===== config.mk =====
export PLATFORM = sky130hd
export DESIGN_NAME = freq_meter_mc
export DESIGN_NICKNAME = d
export VERILOG_FILES = /design/src/rtl/freq_meter_mc.sv
export SDC_FILE = /design/constraint.sdc
export NUM_CORES = 1
export LEC_CHECK = 0
export BUFFER_PORTS_ARGS = -buffer_cell sky130_fd_sc_hd__buf_2
export CAP_MARGIN = 20
export CORE_ASPECT_RATIO = 2
export CORE_MARGIN = 2
export CORE_UTILIZATION = 60
export CTS_BUF_LIST = sky130_fd_sc_hd__clkbuf_4
export DETAILED_ROUTE_END_ITERATION = 12
export MAX_ROUTING_LAYER = met4
export PLACE_DENSITY = 0.85
export SYNTH_ARGS = -nofsm -noshare
export SYNTH_HDL_FRONTEND = slang
export SYNTH_SLANG_ARGS = --single-unit

===== constraint.sdc =====
create_clock -name clk -period 5.42 [get_ports clk]
set_input_delay 0.813 -clock clk [delete_from_list [all_inputs] [get_ports clk]]
set_output_delay 0.813 -clock clk [all_outputs]
set_load 0.01 [all_outputs]

===== src/rtl/freq_meter_mc.sv =====
// Multi-channel frequency / period meter, single clock domain.
// Each channel counts edges per gate window or clk cycles per input period.
module freq_meter_mc #(
    parameter int CH          = 4,
    parameter int CNT_W       = 32,
    parameter int GATE_CYCLES = 62500000,
    parameter int SYNC_STAGES = 2
) (
    input  logic                clk,
    input  logic                rst,
    input  logic [CH-1:0]       sig_in,
    input  logic [CH-1:0]       ena,
    input  logic [CH-1:0]       mode,
    output logic [CH*CNT_W-1:0] readout,
    output logic [CH-1:0]       readout_valid,
    output logic [CH-1:0]       readout_ovf,
    output logic                gate_tick
);

    localparam int GW = (GATE_CYCLES > 2) ? $clog2(GATE_CYCLES) : 1;
    localparam logic [CNT_W-1:0] MAXV = '1;

    logic [GW-1:0]          gate_q, gate_d;
    logic                   tick;
    logic [SYNC_STAGES-1:0] sync_q [CH];
    logic [CH-1:0]          prev_q, edg_q;
    logic [CH-1:0]          mode_q;
    logic [CH-1:0]          armed_q, armed_d;
    logic [CH-1:0]          wf_q, wf_d;
    logic [CH-1:0]          acc_q, acc_d;
    logic [CH-1:0]          vld_q, vld_d;
    logic [CH-1:0]          rovf_q, rovf_d;
    logic [CNT_W-1:0]       cnt_q [CH];
    logic [CNT_W-1:0]       cnt_d [CH];
    logic [CNT_W-1:0]       rd_q [CH];
    logic [CNT_W-1:0]       rd_d [CH];
    logic [CNT_W-1:0]       cp [CH];

    always_comb begin
        tick   = (gate_q == GW'(GATE_CYCLES - 1));
        gate_d = tick ? '0 : gate_q + 1'b1;
    end

    // Frequency-mode count including this cycle's edge, saturating.
    always_comb begin
        for (int i = 0; i < CH; i++) begin
            cp[i] = cnt_q[i] + CNT_W'(edg_q[i] && (cnt_q[i] != MAXV));
        end
    end

    always_comb begin
        for (int i = 0; i < CH; i++) begin
            cnt_d[i]   = cnt_q[i];
            rd_d[i]    = rd_q[i];
            armed_d[i] = armed_q[i];
            wf_d[i]    = wf_q[i];
            acc_d[i]   = acc_q[i];
            vld_d[i]   = 1'b0;
            rovf_d[i]  = rovf_q[i];
            if (!ena[i] || (mode[i] != mode_q[i])) begin
                cnt_d[i]   = '0;
                armed_d[i] = 1'b0;
                wf_d[i]    = 1'b0;
                acc_d[i]   = 1'b0;
            end else if (!mode[i]) begin
                armed_d[i] = 1'b0;
                cnt_d[i]   = cp[i];
                acc_d[i]   = acc_q[i] | (cp[i] == MAXV);
                if (tick) begin
                    if (wf_q[i]) begin
                        rd_d[i]   = cp[i];
                        rovf_d[i] = acc_q[i] | (cp[i] == MAXV);
                        vld_d[i]  = 1'b1;
                    end
                    cnt_d[i] = '0;
                    acc_d[i] = 1'b0;
                    wf_d[i]  = 1'b1;
                end
            end else begin
                wf_d[i]  = 1'b0;
                acc_d[i] = 1'b0;
                if (edg_q[i]) begin
                    if (armed_q[i]) begin
                        rd_d[i]   = (cnt_q[i] == MAXV) ? MAXV : cnt_q[i] + 1'b1;
                        rovf_d[i] = (cnt_q[i] == MAXV);
                        vld_d[i]  = 1'b1;
                    end
                    armed_d[i] = 1'b1;
                    cnt_d[i]   = '0;
                end else if (armed_q[i]) begin
                    // No edge within the counter range: report timeout, disarm.
                    if (cnt_q[i] == MAXV) begin
                        rd_d[i]    = MAXV;
                        rovf_d[i]  = 1'b1;
                        vld_d[i]   = 1'b1;
                        armed_d[i] = 1'b0;
                        cnt_d[i]   = '0;
                    end else begin
                        cnt_d[i] = cnt_q[i] + 1'b1;
                    end
                end
            end
        end
    end

    always_ff @(posedge clk) begin
        if (rst) begin
            gate_q  <= '0;
            prev_q  <= '0;
            edg_q   <= '0;
            mode_q  <= '0;
            armed_q <= '0;
            wf_q    <= '0;
            acc_q   <= '0;
            vld_q   <= '0;
            rovf_q  <= '0;
            for (int i = 0; i < CH; i++) begin
                sync_q[i] <= '0;
                cnt_q[i]  <= '0;
                rd_q[i]   <= '0;
            end
        end else begin
            gate_q  <= gate_d;
            mode_q  <= mode;
            armed_q <= armed_d;
            wf_q    <= wf_d;
            acc_q   <= acc_d;
            vld_q   <= vld_d;
            rovf_q  <= rovf_d;
            for (int i = 0; i < CH; i++) begin
                sync_q[i] <= {sync_q[i][SYNC_STAGES-2:0], sig_in[i]};
                prev_q[i] <= sync_q[i][SYNC_STAGES-1];
                edg_q[i]  <= sync_q[i][SYNC_STAGES-1] & ~prev_q[i];
                cnt_q[i]  <= cnt_d[i];
                rd_q[i]   <= rd_d[i];
            end
        end
    end

    for (genvar g = 0; g < CH; g++) begin : g_out
        assign readout[g*CNT_W +: CNT_W] = rd_q[g];
    end

    assign readout_valid = vld_q;
    assign readout_ovf   = rovf_q;
    assign gate_tick     = tick;

endmodule


Word-level counts from Yosys, hierarchy flattened
Memory sizes are Yosys's and may differ from the RTL's.
Index checks and enable logic that the tools add are counted.
Widths: inputs -> output; s select.
{"block": "totals", "ff_bits": 58, "latchBits": 0, "ram_bits": 264, "romBits": 0, "in_bits": 14, "output_inout_bits": 137, "elab_cells": 277, "mem_count": 3}
{"memory": "cnt_q", "words": 4, "width": 32, "rd": 4, "rd_ports_with_merged_regs": 0, "wr": 4, "line": "33", "rtl": "logic [CNT_W-1:0] cnt_q [CH];"}
{"memory": "rd_q", "words": 4, "width": 32, "rd": 4, "rd_ports_with_merged_regs": 0, "wr": 4, "line": "35", "rtl": "logic [CNT_W-1:0] rd_q [CH];"}
{"memory": "sync_q", "words": 4, "width": 2, "rd": 4, "rd_ports_with_merged_regs": 0, "wr": 4, "line": "25", "rtl": "logic [SYNC_STAGES-1:0] sync_q [CH];"}
{"block": "classes", "n_addsub": 9, "multipliers": 0, "div_mod_pow": 0, "magnitude_cmp": 0, "eq_ne": 25, "n_shift": 0, "mux": 143, "bitwise": 32, "reduce_logical": 41}
{"operator": "$mux 32", "count": 68}
{"operator": "$eq 32x32->1 const B", "count": 8}
{"operator": "$add 32x1->32", "count": 4}
{"operator": "$add 32x1->32 const B", "count": 4}
{"operator": "$ne 32x32->1 const B", "count": 4}
{"operator": "$mux 1", "count": 71}
{"operator": "$add 26x1->26 const B", "count": 1}
{"operator": "$eq 26x26->1 const B", "count": 1}
{"operator": "$reduce_or 3->1", "count": 8}
{"operator": "$reduce_and 5->1", "count": 4}
{"operator": "$or 1x1->1", "count": 16}
{"operator": "$reduce_bool 2->1", "count": 8}
{"operator": "$reduce_or 4->1", "count": 4}
{"operator": "$ne 3x1->1 const B", "count": 4}
{"operator": "$not 1->1", "count": 12}
{"operator": "$reduce_or 2->1", "count": 5}
{"operator": "$mux 2", "count": 4}
{"operator": "$ne 2x1->1 const B", "count": 4}
{"operator": "$and 1x1->1", "count": 4}
{"operator": "$logic_and 1x1->1", "count": 4}
{"operator": "$logic_not 1->1", "count": 4}
{"operator": "$logic_or 1x1->1", "count": 4}
{"operator": "$ne 1x1->1", "count": 4}

Logic depth before layout (Yosys ltp)
Gate-level depths: netlist of the first run.
{"block": "logic_depth", "word_depth": 8, "ltp_mapped": 17, "mapped_depth_nobuf": 15}

Least setup slack after synthesis of the first run
OpenSTA, ideal clock, no wires.
{"block": "synth_timing", "kind": "reg2reg", "startpoint": "mem cnt_q[3][20]", "endpoint": "reg rovf_q[3], in the netlist readout_ovf[3]", "setup_time_ns": 0.091, "arrival_ns": 3.965, "t_required_ns": 5.329, "path_slack_ns": 1.364, "path_stages_with_launch": 17, "n_path_buf": 4, "synth_period_minus_slack_ns": 4.056, "cell_sequence": "dfxtp_1 > buf_2 > nand4_4 > or3_1 > buf_6 > o41ai_4 > inv_4 > buf_2 > ha_1 > ha_1 > clkbuf_1 > xnor2_1 > or4_1 > nor4b_1 > o2111a_1 > nand4_1 > a311oi_1"}
{"element": "start: declaration", "line": "33"}
{"element": "end signal: assignment", "line": "129", "rtl": "rovf_q <= rovf_d;"}
{"element": "end: declaration", "line": "32", "rtl": "logic [CH-1:0] rovf_q, rovf_d;"}

==> impl_results.md, run 1 <==
* Status: complete, no violations
* Number of H-tree levels at 3
* Layout area overhead at 7.87%
* Rows at 97
* Cts bufs inserted at 75
* Sink Count at 322
* CTS tree: done
* Pwr dens at 206 nW/um2
* Worst Setup Start Kind: flip-flop
* CTS max path bufs at 3
* Critical Path End Type: flip-flop
* Ys Warns at 0
* CTS resizes at 0
* Slew at the pin closest to its max-slew limit at 1.22 ns
* Chip Width at 137 um
* Hold Crit Start: sig_in[1]
* Max Transition Viols Final at 0
* Critical path arrival at 5.40 ns
* Hold Crit Depth at 2
* Cell count after synthesis at 2951
* Setup TNS at 0 ns
* Reg-to-reg endpoint: acc_q[0]
* Synth area leader: dfxtp_1
* Final Setup Violations at 0
* Depth of the worst register-to-register path at 14
* Global-route wire length before repair at 124 mm
* Worst Hold End: sync_q[1][0]
* Final Wtd Congestion at 1.04
* Mapped Area at 21200 um2
* Avg Cell Area, Syn at 7.20 um2
* #FFs+latches synth at 322
* Mux contribution to synthesized area at 0.718%
* Worst slew margin at 17.4%
* Die ar. at 37000 um2
* DR DRC count at 0
* Initial Util at 60.8%
* DR vias/cell at 6.99
* Nets@finish at 3009
* Post-synth net total at 2978
* Layout cells sized above 1 at 13.8%
* Fin. Hold Viols at 0
* Mean routed wirelength per cell at 22.9 um
* I/O pin cnt at 151
* Distinct cells, synth at 95
* Ys async rst share at 0%
* Required @ worst endpoint at 6.15 ns
* GR Overflow Total at 0
* Clk slew on worst S/H paths at 0.09 ns
* EDFF count, synth at 0
* Clk Latency, worst-skew pair at 0.82 ns
* Max VDD drop at 0.219 mV
* Hold Crit Class: in -> reg
* Most common cell after layout, fill and taps aside: nor2_1
* Core ar. at 35000 um2
* Initial antenna violation count at 3
* DRT Pass-1 Iters at 6
* Post-synthesis adder-cell area fraction at 0.766%
* Antenna Nets Post-Route at 0
* Leak at 7.35 nW
* Reg2reg setup slack at 0.75 ns
* Most frequent cells in the layout: nor2_1 (404), dfxtp_1 (322), nand2_1 (286)
* # hold bufs at CTS at 0
* Via count at 24309
* Synth Area in Simple Gates at 29.9%
* I/O Buffers at 150
* CP max FO at 8
* Synth Area in XOR/XNOR at 3.30%
* Worst Setup Path Type: reg -> reg
* Die span in y at 270 um
* Max Cap Viol at 0
* Dpl hpwl at 56.1 mm
* RR Startpoint: cnt_q[0][0]
* Largest net degree at the start of global routing at 92
* Upper clock frequency limit at 214 MHz
* Global-route usage over all layers at 43.5%
* Unrepaired setup endpoints after global routing: false
* Postcts setup bufs at 0
* Largest family of logic cells by synthesized area: simple AND/OR/NAND/NOR gates
* Vias in the first global route at 23452
* Minimum clock period at 4.67 ns
* Final period util at 86.2%
* Layout Cells excl Fill at 3480
* Routed wire length at 79.6 mm
* Synth area leaders: dfxtp_1 (30%), nor2_1 (7.1%), a21oi_1 (5.7%), nand2_1 (5.1%), o21ai_0 (4.4%)
* DRT iter0 DRCs at 2912
* Root Driver: clkbuf_4
* Synth Flop Type: dfxtp_1
* Synth top area share at 30.3%
* Compound-Gate Fraction of Synth Area at 28.5%
* Sequential fraction of the synthesis area at 30.3%
* Post-placement cell count at 3348
* Clk_skew at 0.0771 ns
[synthesized netlist by cell type (all sizes together), types with 9 or more instances]
master  instances
mux2i          13
o21a           14
buf            91
inv            43
a221o           9
nand2         287
nor3          144
o221ai         37
a32oi          10
o31ai          42
a311oi         26
clkbuf        188
and4           23
xnor2          47
o2111a         16
a221oi         27
o21ai         188
nor2          407
o22ai          14
nand4          98
and2           30
nand2b         13
a31oi          28
nor2b          31
ha             13
a21oi         245
xor2           33
and3           23
dfxtp         322
or4            25
o211ai         20
nand3          99
or2            17
a21o           11
or3            36
nor4           49
a22oi          23
a211oi        119
[worst max path at each step]
stage,from,to,cells after the start
final,cnt_q[0][0],acc_q[0],14
after global routing,cnt_q[0][0],rd_q[0][22],12
after CTS,cnt_q[1][1],acc_q[1],15
after detailed placement,cnt_q[1][1],acc_q[1],15
after global placement,cnt_q[1][0],acc_q[1],15
after floorplan,cnt_q[3][20],readout_ovf[3],16
[state kept, by name (all words and copies together), names as in the netlist]
register / count
armed_q: 4
rd_q: 128
sync_q: 8
mode_q: 4
wf_q: 4
readout_ovf: 4
acc_q: 4
cnt_q: 128
gate_q: 26
readout_valid: 4
edg_q: 4
prev_q: 4
[kinds of logic after synthesis]
logic type	count (synthesis)
DFF	322
and+or+nand+nor	1298
AOI/OAI and AO/OA	899
muxes	15
buffers and inverters	324
xor gates and xnor gates	80
adders and majority gates	13
[power by group]
part           internal (mW)  total (mW)  switching, mW
sequential              2.37        2.39         0.0144
clock                  0.882        1.97           1.09
combinational         0.0945       0.365          0.270
[critical path: stages (launching register included)]
cell and delay [ns]:
dfxtp_1 0.46, ha_1 0.32, nand3_1 0.31, or3_1 0.57, o41ai_4 0.60, inv_2 0.08, ha_1 0.26, ha_1 0.29
nand3_1 0.16, or4_1 0.27, nor2_1 0.08, xnor2_1 0.14, a2111oi_1 0.63, nand3_1 0.14, a211oi_1 0.27
[layout make-up]
type | count | area (um2)
Timing Repair Buffer | 233 | 1380
Multi-Input combinational cell | 2305 | 13500
Fill cell | 3228 | 12000
Tap cell | 445 | 557
Inverter | 45 | 171
Sequential cell | 322 | 6450
Clock inverter | 24 | 109
Antenna cell | 3 | 7.51
Clock buffer | 103 | 773
[per-stage QoR]
step / hold slack, ns / power [mW] / worst slack, ns / utilization [%] / instance area, um2
floorplan: 0.367 / 2.67 / 1.36 / - / 21200
global placement: 0.371 / 2.78 / 0.849 / 63.0 / 22000
detailed placement: 0.376 / 2.79 / 0.715 / 63.0 / 22000
CTS: 0.166 / 4.72 / 0.692 / 65.5 / 22900
global route: 0.183 / 4.89 / 0.562 / 65.6 / 22900
finish: 0.204 / 4.72 / 0.749 / 65.6 / 22900
[routing by layer]
layer,vias up,GRT usage [%],routed length (um)
li1,11043,-,-
met1,11255,43.2,26900
met2,1492,72.3,38900
met3,519,10.3,6720
met4,0,32.6,7130
met5,-,-,0
Power figures use the tool's default switching activity.
==> run 2: changes to the inputs <==
--- a/config.mk
+++ b/config.mk
@@ -11,3 +11,3 @@
 export CORE_MARGIN = 2
-export CORE_UTILIZATION = 60
+export CORE_UTILIZATION = 57
 export CTS_BUF_LIST = sky130_fd_sc_hd__clkbuf_4
@@ -15,3 +15,3 @@
 export MAX_ROUTING_LAYER = met4
-export PLACE_DENSITY = 0.85
+export PLACE_DENSITY = 0.82
 export SYNTH_ARGS = -nofsm -noshare
==> constraint.sdc (replaced) <==
create_clock -name clk -period 5.42 [get_ports clk]
set_input_delay 1.084 -clock clk [delete_from_list [all_inputs] [get_ports clk]]
set_output_delay 1.084 -clock clk [all_outputs]
set_load 0.01 [all_outputs]
==> run 2 against run 1 <==
Net effect: register-to-register slack about the same; utilization down 3.4 points; count of clock-buffer cells in the layout down 2; worst setup slack better by 0.0022 ns; power up 3.3%; first-iteration DRC count down 14%; via count down 0.49%; clock power up 8%; combinational power down 2%; final cell count up 0.72%; non-clock buffer count down 5; routed wire length down 0.46%; critical endpoint is now acc_q[1]; largest cell class unchanged; highest routed layer unchanged.
==> impl_results.md, run 2 (same netlist as run 1, synthesis figures left out) <==
* Status: complete, no violations
* Sink Count at 322 (unchanged)
* CTS tree: done
* Reg-to-reg endpoint: acc_q[1]
* Rows at 100 (+3.1%)
* Max Transition Viols Final at 0 (unchanged)
* Via count at 24190 (-0.49%)
* Critical Path End Type: flip-flop
* Initial antenna violation count at 2 (-1)
* Worst slew margin at 27.1% (+9.7 points)
* Sw Share at 28.4% (-0.68 points)
* Vias in the first global route at 23092 (-1.5%)
* Nets@finish at 3006 (-0.10%)
* Hold Crit Class: reg -> reg
* CP dominant cell by count: ha_1
* Number of H-tree levels at 3 (unchanged)
* Antenna Nets Post-Route at 0 (unchanged)
* Layout cells sized above 1 at 13.5% (-0.22 points)
* CTS max path bufs at 3 (unchanged)
* Mean routed wirelength per cell at 22.6 um (-1.2%)
* Hold Crit Start: prev_q[2]
* Largest net degree at the start of global routing at 114 (+24%)
* Slowest CP cell: nor4_1
* # hold bufs at CTS at 0 (unchanged)
* DRT Pass-1 Iters at 6 (unchanged)
* Upper clock frequency limit at 214 MHz (about the same)
* WP buf/inv at 1 (unchanged)
* Layout area overhead at 8.44%
* Final Setup Violations at 0 (unchanged)
* Depth of the worst register-to-register path at 15 (+1)
* Pwr dens at 212 nW/um2 (+2.7%)
* Clk Latency, worst-skew pair at 0.85 ns (+0.03 ns)
* Worst Hold End: edg_q[2]
* Max VDD drop at 0.204 mV (-6.9%)
* Hold Crit Depth at 1 (-1)
* Most frequent cells in the layout: nor2_1 (403), dfxtp_1 (322), nand2_1 (286)
* Sequential fraction of design power at 48.9% (-1.7 points)
* Fin. Hold Viols at 0 (unchanged)
* Max Cap Viol at 0 (unchanged)
* Die ar. at 38900 um2 (+5.1%)
* CTS resizes at 0 (unchanged)
* RR Startpoint: cnt_q[1][0]
* Clk_skew at 0.0684 ns (-0.00868 ns)
* Leak at 7.38 nW (+0.39%)
* DRT iter0 DRCs at 2502 (-14%)
* Critical path arrival at 5.38 ns (-0.02 ns)
* Worst Setup Path Type: reg -> reg
* Root Driver: clkbuf_4
* Most common cell after layout, fill and taps aside: nor2_1
* Global-route usage over all layers at 40.6% (-2.9 points)
* Core ar. at 37000 um2 (+6.0%)
* Switching pwr at 1.39 mW (+0.87%)
* CP top delay family: simple AND/OR/NAND/NOR gates
* Postcts setup bufs at 0 (unchanged)
* Hold slack at 0.355 ns (+0.151 ns)
* Cts bufs inserted at 77 (+2.7%)
* DR DRC count at 0 (unchanged)
* Regs by FF count: cnt_q (128), rd_q (128), gate_q (26)
* Die span in y at 277 um (+2.6%)
* Worst Setup Start Kind: flip-flop
* Global-route wire length before repair at 124 mm (-0.11%)
* Layout Cells excl Fill at 3505 (+0.72%)
* Dpl cell area at 22000 um2 (about the same)
* Routed wire length at 79.3 mm (-0.46%)
* Unrepaired setup endpoints after global routing: false
* Clk slew on worst S/H paths at 0.07 ns (-0.02 ns)
* Final period util at 86.1% (about the same)
* Post-placement cell count at 3359 (+0.33%)
* Crit path cell chain: ha_1 -> nand3_2 -> nor4_4 -> nand4_2 -> nand2_1 -> inv_2 -> ha_1 -> ha_1 -> nand3_1 -> nor4_1 -> nand2_1 -> o31a_1 -> nor4_1 -> nand4_1 -> a211oi_1
* Reg2reg setup slack at 0.75 ns (about the same)
* I/O Buffers at 150 (unchanged)
* Minimum clock period at 4.67 ns (-0.00218 ns)
* Slew at the pin closest to its max-slew limit at 1.09 ns (-0.130 ns)
* CP max FO at 17 (+9)
* Required @ worst endpoint at 6.13 ns (-0.02 ns)
* P_int at 3.49 mW (+4.3%)
* Initial Util at 57.4% (-3.4 points)
* Dpl hpwl at 56.1 mm (about the same)
* Clock network power share at 43.7% (+2.0 points)
* Power, Total at 4.88 mW (+3.3%)
* CP max stage delay at 0.86 ns (+0.23 ns)
* Design Area, Final at 23000 um2 (+0.53%)
* DR vias/cell at 6.90 (-1.2%)
* GR Overflow Total at 0 (unchanged)
* Logic pwr share at 7.3% (-0.4 points)
* Setup TNS at 0 ns (unchanged)
* Final Wtd Congestion at 1.06 (+1.9%)
* Chip Width at 141 um (+2.5%)
* I/O pin cnt at 151 (unchanged)
[run 2: cell types whose count changed in the layout (fill, tap and decap cells not counted), moves of 2 or more]
cell and change:
clkinv_1 +13, diode_2 +5, buf_4 -3, bufinv_16 +3
clkinv_2 -3, inv_6 +3, clkbuf_4 -2, clkinvlp_4 -2
[run 2: per-stage QoR]
step	setup WS (ns)	util, %
2_1_floorplan	1.36	-
4_1_cts	0.856	62.2
5_1_grt	0.390	62.2
6_report	0.752	62.2
3_5_place_dp	0.921	59.5
3_3_place_gp	1.13	59.5
[run 2: how the worst max path moves through the flow]
stage / start / endpoint / slack [ns] / cells after the start
2_1_floorplan: cnt_q[3][20] / readout_ovf[3] / 1.36 / 16
3_3_place_gp: cnt_q[0][0] / acc_q[0] / 1.13 / 16
3_5_place_dp: cnt_q[1][0] / acc_q[1] / 0.92 / 15
4_1_cts: cnt_q[1][0] / acc_q[1] / 0.86 / 15
5_1_grt: cnt_q[1][0] / acc_q[1] / 0.39 / 15
6_report: cnt_q[1][0] / acc_q[1] / 0.75 / 15
[run 2: power groups by stage]
stage | clock network [mW] | registers (mW) | logic [mW]
3_3_place_gp | 0 | 2.44 | 0.339
4_1_cts | 2.16 | 2.39 | 0.344
5_1_grt | 2.28 | 2.39 | 0.377
3_5_place_dp | 0 | 2.44 | 0.343
2_1_floorplan | 0 | 2.44 | 0.233
6_report | 2.13 | 2.39 | 0.358
[run 2: area by class of cell]
type                    instances  area, um2
multi-input cells            2305      13500
clock buffers                 101        758
clock inverters                37        240
inverters                      45        171
flip-flops and latches        322       6450
well taps                     459        574
repair buffers                228       1340
diodes                          8       20.0
fillers                      3452      14000
[run 2: routing by layer]
layer  GRT usage (%)  share of wire, %
met2            69.8                50
met3            6.28               7.8
met4            28.9               8.0
met1            42.0                34
met5               -                 0
